File: src/rtl/axis_video_decim2.sv
// axis_video_decim2
//   2x2 decimator for an RGB565 AXI4-Stream video feed (TUSER = start of frame,
//   TLAST = end of line). Keeps pixels with even x on even lines and regenerates
//   TUSER/TLAST for the half-resolution output. Input framing is checked against
//   X_RES/Y_RES. On a mismatch the block drops beats until the next start of frame.
//
// Ports
//   i_pclk              pixel clock, all logic on rising edge
//   i_reset             synchronous active-high reset
//   i_enable            high: process stream; low: accept and drop all input
//   S_AXIS_VIDEO_*      input stream (TDATA/TVALID/TREADY/TUSER/TLAST)
//   M_AXIS_VIDEO_*      decimated output stream, single output register
//   o_sync_err          one-cycle pulse on a framing violation
//   o_frame_done        one-cycle pulse after the last beat of a full frame
module axis_video_decim2 #(
    parameter int unsigned X_RES = 640,
    parameter int unsigned Y_RES = 480
) (
    input  logic        i_pclk,
    input  logic        i_reset,
    input  logic        i_enable,
    input  logic [15:0] S_AXIS_VIDEO_TDATA,
    input  logic        S_AXIS_VIDEO_TVALID,
    output logic        S_AXIS_VIDEO_TREADY,
    input  logic        S_AXIS_VIDEO_TUSER,
    input  logic        S_AXIS_VIDEO_TLAST,
    output logic [15:0] M_AXIS_VIDEO_TDATA,
    output logic        M_AXIS_VIDEO_TVALID,
    input  logic        M_AXIS_VIDEO_TREADY,
    output logic        M_AXIS_VIDEO_TUSER,
    output logic        M_AXIS_VIDEO_TLAST,
    output logic        o_sync_err,
    output logic        o_frame_done
);

    localparam int unsigned XW = (X_RES > 1) ? $clog2(X_RES) : 1;
    localparam int unsigned YW = (Y_RES > 1) ? $clog2(Y_RES) : 1;

    localparam logic [XW-1:0] X_LAST      = XW'(X_RES - 1);
    localparam logic [XW-1:0] X_KEEP_LAST = XW'(X_RES - 2);
    localparam logic [YW-1:0] Y_LAST      = YW'(Y_RES - 1);

    typedef enum logic [0:0] {
        StWaitSof,
        StActive
    } state_t;

    state_t        r_state;
    logic [XW-1:0] r_x;
    logic [YW-1:0] r_y;
    logic [15:0]   r_m_tdata;
    logic          r_m_tvalid;
    logic          r_m_tuser;
    logic          r_m_tlast;
    logic          r_sync_err;
    logic          r_frame_done;

    logic w_accept;
    logic w_proc;
    logic w_origin;
    logic w_err;
    logic w_keep;
    logic w_eol;
    logic w_eof;

    // Ready never depends on S_TVALID; the only combinational input is M_TREADY.
    assign S_AXIS_VIDEO_TREADY = !i_reset &&
        (r_state == StWaitSof || !i_enable || !r_m_tvalid || M_AXIS_VIDEO_TREADY);

    assign w_accept = S_AXIS_VIDEO_TVALID && S_AXIS_VIDEO_TREADY;
    // In StWaitSof the counters are already zero, so a TUSER beat is handled
    // exactly like pixel (0,0) in StActive.
    assign w_proc   = w_accept && i_enable && (r_state == StActive || S_AXIS_VIDEO_TUSER);
    assign w_origin = (r_x == '0) && (r_y == '0);
    assign w_eol    = (r_x == X_LAST);
    assign w_eof    = w_eol && (r_y == Y_LAST);
    assign w_keep   = !r_x[0] && !r_y[0];
    assign w_err    = (S_AXIS_VIDEO_TLAST && !w_eol) ||
                      (!S_AXIS_VIDEO_TLAST && w_eol) ||
                      (S_AXIS_VIDEO_TUSER && !w_origin);

    always_ff @(posedge i_pclk) begin
        if (i_reset) begin
            r_state      <= StWaitSof;
            r_x          <= '0;
            r_y          <= '0;
            r_m_tdata    <= '0;
            r_m_tvalid   <= 1'b0;
            r_m_tuser    <= 1'b0;
            r_m_tlast    <= 1'b0;
            r_sync_err   <= 1'b0;
            r_frame_done <= 1'b0;
        end else begin
            r_sync_err   <= 1'b0;
            r_frame_done <= 1'b0;

            // Drain first; a load below in the same cycle overrides this.
            if (r_m_tvalid && M_AXIS_VIDEO_TREADY) begin
                r_m_tvalid <= 1'b0;
            end

            if (!i_enable) begin
                r_state <= StWaitSof;
                r_x     <= '0;
                r_y     <= '0;
            end else if (w_proc) begin
                if (w_err) begin
                    r_sync_err <= 1'b1;
                    r_y        <= '0;
                    if (S_AXIS_VIDEO_TUSER) begin
                        // Misplaced start of frame: restart geometry on this beat.
                        r_m_tdata  <= S_AXIS_VIDEO_TDATA;
                        r_m_tvalid <= 1'b1;
                        r_m_tuser  <= 1'b1;
                        r_m_tlast  <= (X_KEEP_LAST == '0);
                        r_x        <= XW'(1);
                        r_state    <= StActive;
                    end else begin
                        r_x     <= '0;
                        r_state <= StWaitSof;
                    end
                end else begin
                    if (w_keep) begin
                        r_m_tdata  <= S_AXIS_VIDEO_TDATA;
                        r_m_tvalid <= 1'b1;
                        r_m_tuser  <= w_origin;
                        r_m_tlast  <= (r_x == X_KEEP_LAST);
                    end
                    if (w_eof) begin
                        r_frame_done <= 1'b1;
                        r_x          <= '0;
                        r_y          <= '0;
                        r_state      <= StWaitSof;
                    end else if (w_eol) begin
                        r_x     <= '0;
                        r_y     <= r_y + YW'(1);
                        r_state <= StActive;
                    end else begin
                        r_x     <= r_x + XW'(1);
                        r_state <= StActive;
                    end
                end
            end
        end
    end

    assign M_AXIS_VIDEO_TDATA  = r_m_tdata;
    assign M_AXIS_VIDEO_TVALID = r_m_tvalid;
    assign M_AXIS_VIDEO_TUSER  = r_m_tuser;
    assign M_AXIS_VIDEO_TLAST  = r_m_tlast;
    assign o_sync_err          = r_sync_err;
    assign o_frame_done        = r_frame_done;

endmodule

File: config.mk
export PLATFORM = sky130hd
export DESIGN_NAME = axis_video_decim2
export DESIGN_NICKNAME = d
export VERILOG_FILES = /design/src/rtl/axis_video_decim2.sv
export SDC_FILE = /design/constraint.sdc
export NUM_CORES = 1
export LEC_CHECK = 0
export ABC_AREA = 1
export BUFFER_PORTS_ARGS = -buffer_cell sky130_fd_sc_hd__buf_2
export CORE_UTILIZATION = 56
export DETAILED_ROUTE_END_ITERATION = 8
export PLACE_DENSITY = 0.83
export SYNTH_ARGS = -nofsm -noshare
export SYNTH_HDL_FRONTEND = slang
export SYNTH_SLANG_ARGS = --single-unit
File: constraint.sdc
create_clock -name i_pclk -period 4.91 [get_ports i_pclk]
set_input_delay 0.2455 -clock i_pclk [delete_from_list [all_inputs] [get_ports i_pclk]]
set_output_delay 0.2455 -clock i_pclk [all_outputs]
set_load 0.1 [all_outputs]
# ---- Yosys cells after proc, flatten, opt, wreduce, memory -nomap -nowiden
# Cells that the tools add are included.
dict set report op_classes {
  add_sub_neg 2
  n_mul 0
  div_mod_pow 0
  order_cmp 0
  n_eq_ne 4
  n_shift 0
  muxes 27
  bitwise_logic 3
  reduce_logical 34
}
# cell n
set op_table {}
lappend op_table {{$mux 16} 3}
lappend op_table {{$mux 10} 3}
lappend op_table {{$mux 9} 3}
lappend op_table {{$eq 10x10->1 const B} 2}
lappend op_table {{$mux 1} 18}
lappend op_table {{$logic_and 1x1->1} 11}
lappend op_table {{$add 10x1->10 const B} 1}
lappend op_table {{$logic_not 10->1} 1}
lappend op_table {{$add 9x1->9 const B} 1}
lappend op_table {{$eq 9x9->1 const B} 1}
lappend op_table {{$logic_not 9->1} 1}
lappend op_table {{$logic_not 1->1} 8}
lappend op_table {{$logic_or 1x1->1} 6}
lappend op_table {{$reduce_and 4->1} 1}
lappend op_table {{$reduce_or 4->1} 1}
lappend op_table {{$not 1->1} 3}
lappend op_table {{$reduce_bool 3->1} 1}
lappend op_table {{$reduce_or 3->1} 1}
lappend op_table {{$ne 2x2->1 const B} 1}
lappend op_table {{$reduce_and 2->1} 1}
lappend op_table {{$reduce_bool 2->1} 1}
lappend op_table {{$reduce_or 2->1} 1}
dict set report totals {
  ff_bits 41
  latch_bits 0
  mem_bits_rw 0
  mem_bits_ro 0
  n_memories 0
}

# ---- Logic depth before layout (Yosys ltp)
dict set report logic_depth {
  depth_word 10
  mapped_depth 13
  mapped_depth_nobuf 12
}

# ---- Worst setup path before layout
# No wires, ideal clock.
dict set report synth_path {
  path_kind {reg2out}
  startpoint {register r_m_tvalid, in the netlist M_AXIS_VIDEO_TVALID}
  endpoint {output S_AXIS_VIDEO_TREADY}
  arrival_ps 2328
  required_time_ps 4665
  slack_ps 2336
  path_stages_with_launch 4
  path_cell_list {dfxtp_1 > inv_1 > nor2_1 > a31oi_1}
}
dict set report synth_between {
  elab_chain_cells 4
}
# element line
set synth_rtl {}
lappend synth_rtl {{start: declaration} 52} ;# logic r_m_tvalid;
lappend synth_rtl {{start signal: assignment} 88} ;# r_m_tvalid <= 1'b0;
lappend synth_rtl {{start signal: assignment} 99} ;# r_m_tvalid <= 1'b0;
lappend synth_rtl {{start signal: assignment} 113} ;# r_m_tvalid <= 1'b1;
lappend synth_rtl {{$logic_not 1->1} 68} ;# (r_state == StWaitSof || !i_enable || !r_m_tvalid || M_AXIS_VIDEO_TREADY);
lappend synth_rtl {{$logic_or 1x1->1 (2 in a row)} 68}
lappend synth_rtl {{$logic_and 1x1->1} 67} ;# assign S_AXIS_VIDEO_TREADY = !i_reset &&
lappend synth_rtl {{end: declaration} 24} ;# output logic S_AXIS_VIDEO_TREADY,
# Every way passes these cells.

# ---- Worst setup path after layout
dict set report layout_path {
  startpoint {register r_state}
  endpoint {register r_y[0]}
}
dict set report layout_between {
  elab_chain_cells 9
  word_cells_on_any_way 10
}
# element line
set layout_rtl {}
lappend layout_rtl {{start: declaration} 48} ;# state_t r_state;
lappend layout_rtl {{start signal: assignment} 84} ;# r_state <= StWaitSof;
lappend layout_rtl {{start signal: assignment} 103} ;# r_state <= StWaitSof;
lappend layout_rtl {{start signal: assignment} 117} ;# r_state <= StActive;
lappend layout_rtl {{$not 1->1} 68}
lappend layout_rtl {{$logic_or 1x1->1 (3 in a row)} 68}
lappend layout_rtl {{$logic_and 1x1->1} 67}
lappend layout_rtl {{$logic_and 1x1->1} 70} ;# assign w_accept = S_AXIS_VIDEO_TVALID && S_AXIS_VIDEO_TREADY;
lappend layout_rtl {{$logic_and 1x1->1} 73} ;# assign w_proc = w_accept && i_enable && (r_state == StActive || S_AXIS_VIDEO_TUSER);
lappend layout_rtl {{$logic_and 1x1->1 *} 73}
lappend layout_rtl {{$reduce_and 2->1 (no source line) *} -}
lappend layout_rtl {{end signal: assignment} 136} ;# r_y <= r_y + YW'(1);
lappend layout_rtl {{end: declaration} 50} ;# logic [YW-1:0] r_y;
# Every way passes the cells marked *; elsewhere a longest branch is shown, timed or not.
# A chain may end at the register's enable or synchronous reset.

==> out/summary.txt <==
============================================================================================
Outcome                                                                         complete, no violations
Total wire length                                                                    4850 um
Sequential-to-total area share from yosys stat                                         0.359
Global placement routability congestion                                                0.915
Post-Synth Adder-Cell Area                                                            0.0273
Yosys warns                                                                                0
Post-CTS setup buffers                                                                     0
CP arrival                                                                           2.24 ns
Vias in the first global route                                                          1963
Largest family of logic cells by synthesized area                               simple AND/OR/NAND/NOR gates
Final number of hold-violating endpoints                                                   0
Top area cells in the synthesized netlist                                       sky130_fd_sc_hd__dfxtp_1 36%, sky130_fd_sc_hd__nand2_1 9.3%, sky130_fd_sc_hd__nor2_1 8.9%, sky130_fd_sc_hd__nand3_1 7.4%, sky130_fd_sc_hd__inv_1 6.9%
Type of the tightest min-delay check                                               in -> reg
Count of final setup violators                                                             0
Max-Slew Margin vs Limit                                                               0.638
Chip height                                                                          65.9 um
Biggest area consumer among synthesized cells                                   sky130_fd_sc_hd__dfxtp_1
Final core occ                                                                         0.678
Share of cell area taken by muxes after synthesis                                          0
Nets                                                                                     398
Remaining global-route overflow                                                            0
CTS tree                                                                               built
Number of buffers inserted during clock tree synthesis                                     5
Die X                                                                                65.9 um
Static Leak                                                                          1.14 nW
Initial DRC Count                                                                        189
Setup repair after global routing missed its margin                                       no
Post-cts repair resize count                                                               0
Clock slew at the register clock pins of the worst setup and hold paths              0.08 ns
Net switching power figure                                                          0.198 mW
CORE AREA                                                                       0.00380 mm^2
Portion of total power attributed to the clock network                                 0.317
Part of the total power dissipated in sequential elements                              0.519
Actual slew at the worst max-slew pin                                               0.543 ns
Gate count of the mapped netlist                                                         327
Most common cell on crit path                                                   sky130_fd_sc_hd__inv_2
Tot GR Track Use                                                                       0.251
Number of clock sinks                                                                     41
Synthesis-to-layout area growth                                                        12.6%
Xor and xnor area share after synthesis                                               0.0191
Number of max-cap violations                                                               0
Total negative slack for setup checks                                                   0 ns
Proportion of layout cells with a drive suffix above 1                                 0.248
First drt pass iteration count                                                             5
Worst endpoint required time                                                         5.12 ns
Post-synthesis compound-gate area fraction                                            0.0716
Longest Clk Path Bufs                                                                      2
Switching Fraction                                                                     0.300
Avg Cell Area, Syn                                                                 7.00 um^2
Critical path type                                                                reg -> reg
Maximum single-stage delay on the critical path                                      0.44 ns
Post-synth cell types                                                                     32
H-tree depth                                                                               2
Ports                                                                                     45
Total Die Area                                                                  0.00435 mm^2
Comb power frac                                                                        0.164
Number of cell rows                                                                       22
Capturing element type of the critical path                                        flip-flop
Most common cell after layout, fill and taps aside                              sky130_fd_sc_hd__nand2_1
Maximum operating frequency                                                          493 MHz
Placed insts                                                                             411
Filler Cell Count                                                                        341
Count of nets left with antenna violations after detail routing                            0
Fraction of post-synthesis cell area in the top cell type by area                      0.359
Routed vias/inst                                                                        5.24
Fin. max-slew vios                                                                         0
Antenna cell count                                                                         0
Worst skew pair latency                                                              0.29 ns
Buffer cell driving the clock tree root                                         sky130_fd_sc_hd__clkbuf_8
Period minus WS final                                                                2.03 ns
Pwr/cell area                                                                    256 mW/mm^2
Maximum vdd drop                                                                    0.184 mV
Total DRC errors in the routed layout                                                      0
Total of flip-flops plus latches after synthesis                                          41
Starting utilization of the core area                                                  0.602
Critical path peak fanout                                                                 29
Part of the cycle the worst path needs                                                 0.413
Commonest non-fill, non-tap cells in the layout                                 57 x sky130_fd_sc_hd__nand2_1, 54 x sky130_fd_sc_hd__nor2_1, 44 x sky130_fd_sc_hd__buf_2
Crit path launch type                                                              flip-flop
Largest net degree at the start of global routing                                         30
Net count after synthesis                                                                355
Basic-gate share of the synthesized area counting and, or, nand and nor cells          0.413
I/O Buffers                                                                               44
Series of cell instances along the critical path                                o21a_2 > nand3_4 > inv_2 > nand2_2 > inv_2 > nand2_1 > a21oi_1
Combined flip-flop and latch cell area                                              821 um^2
Internal power                                                                      0.462 mW
Crit-path slowest cell                                                          sky130_fd_sc_hd__inv_2
Multi-input logic area                                                          0.00122 mm^2
Post-DR wirelength/cell                                                              11.6 um
Cell area after synthesis                                                       0.00229 mm^2
Post-route total power                                                              0.660 mW
Clock tree skew after final layout                                                0.00939 ns
Wire length of the first global-routing pass                                         8380 um
Placed wire-length estimate                                                          3610 um
Hold bufs inserted after CTS                                                               0
Number of standard cells in the layout, taps in and fillers out                          419
Antenna violations before repair                                                           0
Total via count in the routed design                                                    2195
============================================================================================
[layout make-up]
| type | count | area share |
|---|---|---|
| Multi-Input combinational cell | 231 | 0.472 |
| Clock buffer | 6 | 0.0282 |
| Timing Repair Buffer | 44 | 0.0855 |
| Sequential cell | 41 | 0.319 |
| Clock inverter | 2 | 0.00389 |
| Tap cell | 48 | 0.0233 |
| Inverter | 47 | 0.0685 |
[cell families after synthesis]
family,Yosys count
compound gates,28
xor+xnor,5
fa+ha+maj,5
buf+inv,55
flops,41
simple gates,193
[worst paths after layout]
check | start | endpoint | slack [ns] | cells past startpoint
hold reg to reg | M_AXIS_VIDEO_TDATA[2] | M_AXIS_VIDEO_TDATA[2] | 0.48 | 2
hold / removal | S_AXIS_VIDEO_TDATA[3] | M_AXIS_VIDEO_TDATA[3] | 0.27 | 5
setup / recovery | r_state | r_y[0] | 2.88 | 7
setup reg to reg | r_state | r_y[0] | 2.88 | 7
[Yosys cell counts]
cell / count
sky130_fd_sc_hd__xor2_1: 4
sky130_fd_sc_hd__nand4_1: 7
sky130_fd_sc_hd__o21a_2: 1
sky130_fd_sc_hd__o21ai_0: 7
sky130_fd_sc_hd__nand3_2: 1
sky130_fd_sc_hd__nor2_4: 3
sky130_fd_sc_hd__inv_1: 42
sky130_fd_sc_hd__buf_4: 1
sky130_fd_sc_hd__nand3_4: 2
sky130_fd_sc_hd__nor3_1: 5
sky130_fd_sc_hd__nor2_1: 54
sky130_fd_sc_hd__o21bai_1: 1
sky130_fd_sc_hd__nor4_1: 2
sky130_fd_sc_hd__a211oi_2: 2
sky130_fd_sc_hd__nand2_1: 57
sky130_fd_sc_hd__clkbuf_1: 1
sky130_fd_sc_hd__a31oi_1: 2
sky130_fd_sc_hd__nand2_2: 6
sky130_fd_sc_hd__nand3_1: 34
sky130_fd_sc_hd__inv_2: 4
sky130_fd_sc_hd__a21oi_1: 13
sky130_fd_sc_hd__nor2_2: 17
sky130_fd_sc_hd__buf_12: 1
sky130_fd_sc_hd__clkinv_1: 1
sky130_fd_sc_hd__nor3_2: 1
sky130_fd_sc_hd__ha_1: 5
sky130_fd_sc_hd__o21ai_1: 2
sky130_fd_sc_hd__buf_2: 2
sky130_fd_sc_hd__nand2_4: 4
sky130_fd_sc_hd__xnor2_1: 1
sky130_fd_sc_hd__dfxtp_1: 41
sky130_fd_sc_hd__buf_6: 3
[state kept, by name, summed over array words and instances (netlist names)]
name / flops
M_AXIS_VIDEO_TUSER: 1
M_AXIS_VIDEO_TDATA: 16
r_y: 9
M_AXIS_VIDEO_TLAST: 1
o_frame_done: 1
M_AXIS_VIDEO_TVALID: 1
o_sync_err: 1
r_state: 1
r_x: 10
[worst max-delay path, delay by kind of cell, from the launching register on]
| family | cells | cell delay, ns |
|---|---|---|
| buf+inv | 2 | 0.67 |
| simple gates | 3 | 0.54 |
| flops | 1 | 0.39 |
| compound gates | 2 | 0.35 |
[routing by layer]
metal	up-vias	global-route usage	share of wire
met2	76	0.404	0.46
met3	10	0.0621	0.066
met4	0	0.0924	0.018
li1	1116	-	-
met1	993	0.320	0.45
met5	-	0	0
[power groups by stage]
stage / combinational [mW] / clock (mW) / sequential, mW
2_1_floorplan: 0.0479 / 0 / 0.389
3_3_place_gp: 0.107 / 0 / 0.350
3_5_place_dp: 0.108 / 0 / 0.350
4_1_cts: 0.108 / 0.213 / 0.343
5_1_grt: 0.116 / 0.229 / 0.343
6_report: 0.108 / 0.209 / 0.343
[metrics by stage]
step	area [um^2]	hold slack (ns)	setup WS [ns]
after CTS	2580	0.272	2.90
after global placement	2490	0.464	2.96
after floorplan	2290	0.452	2.34
final	2580	0.270	2.88
after global routing	2580	0.291	2.69
after detailed placement	2490	0.471	2.90
No activity file was read; power rests on OpenSTA's default activity.
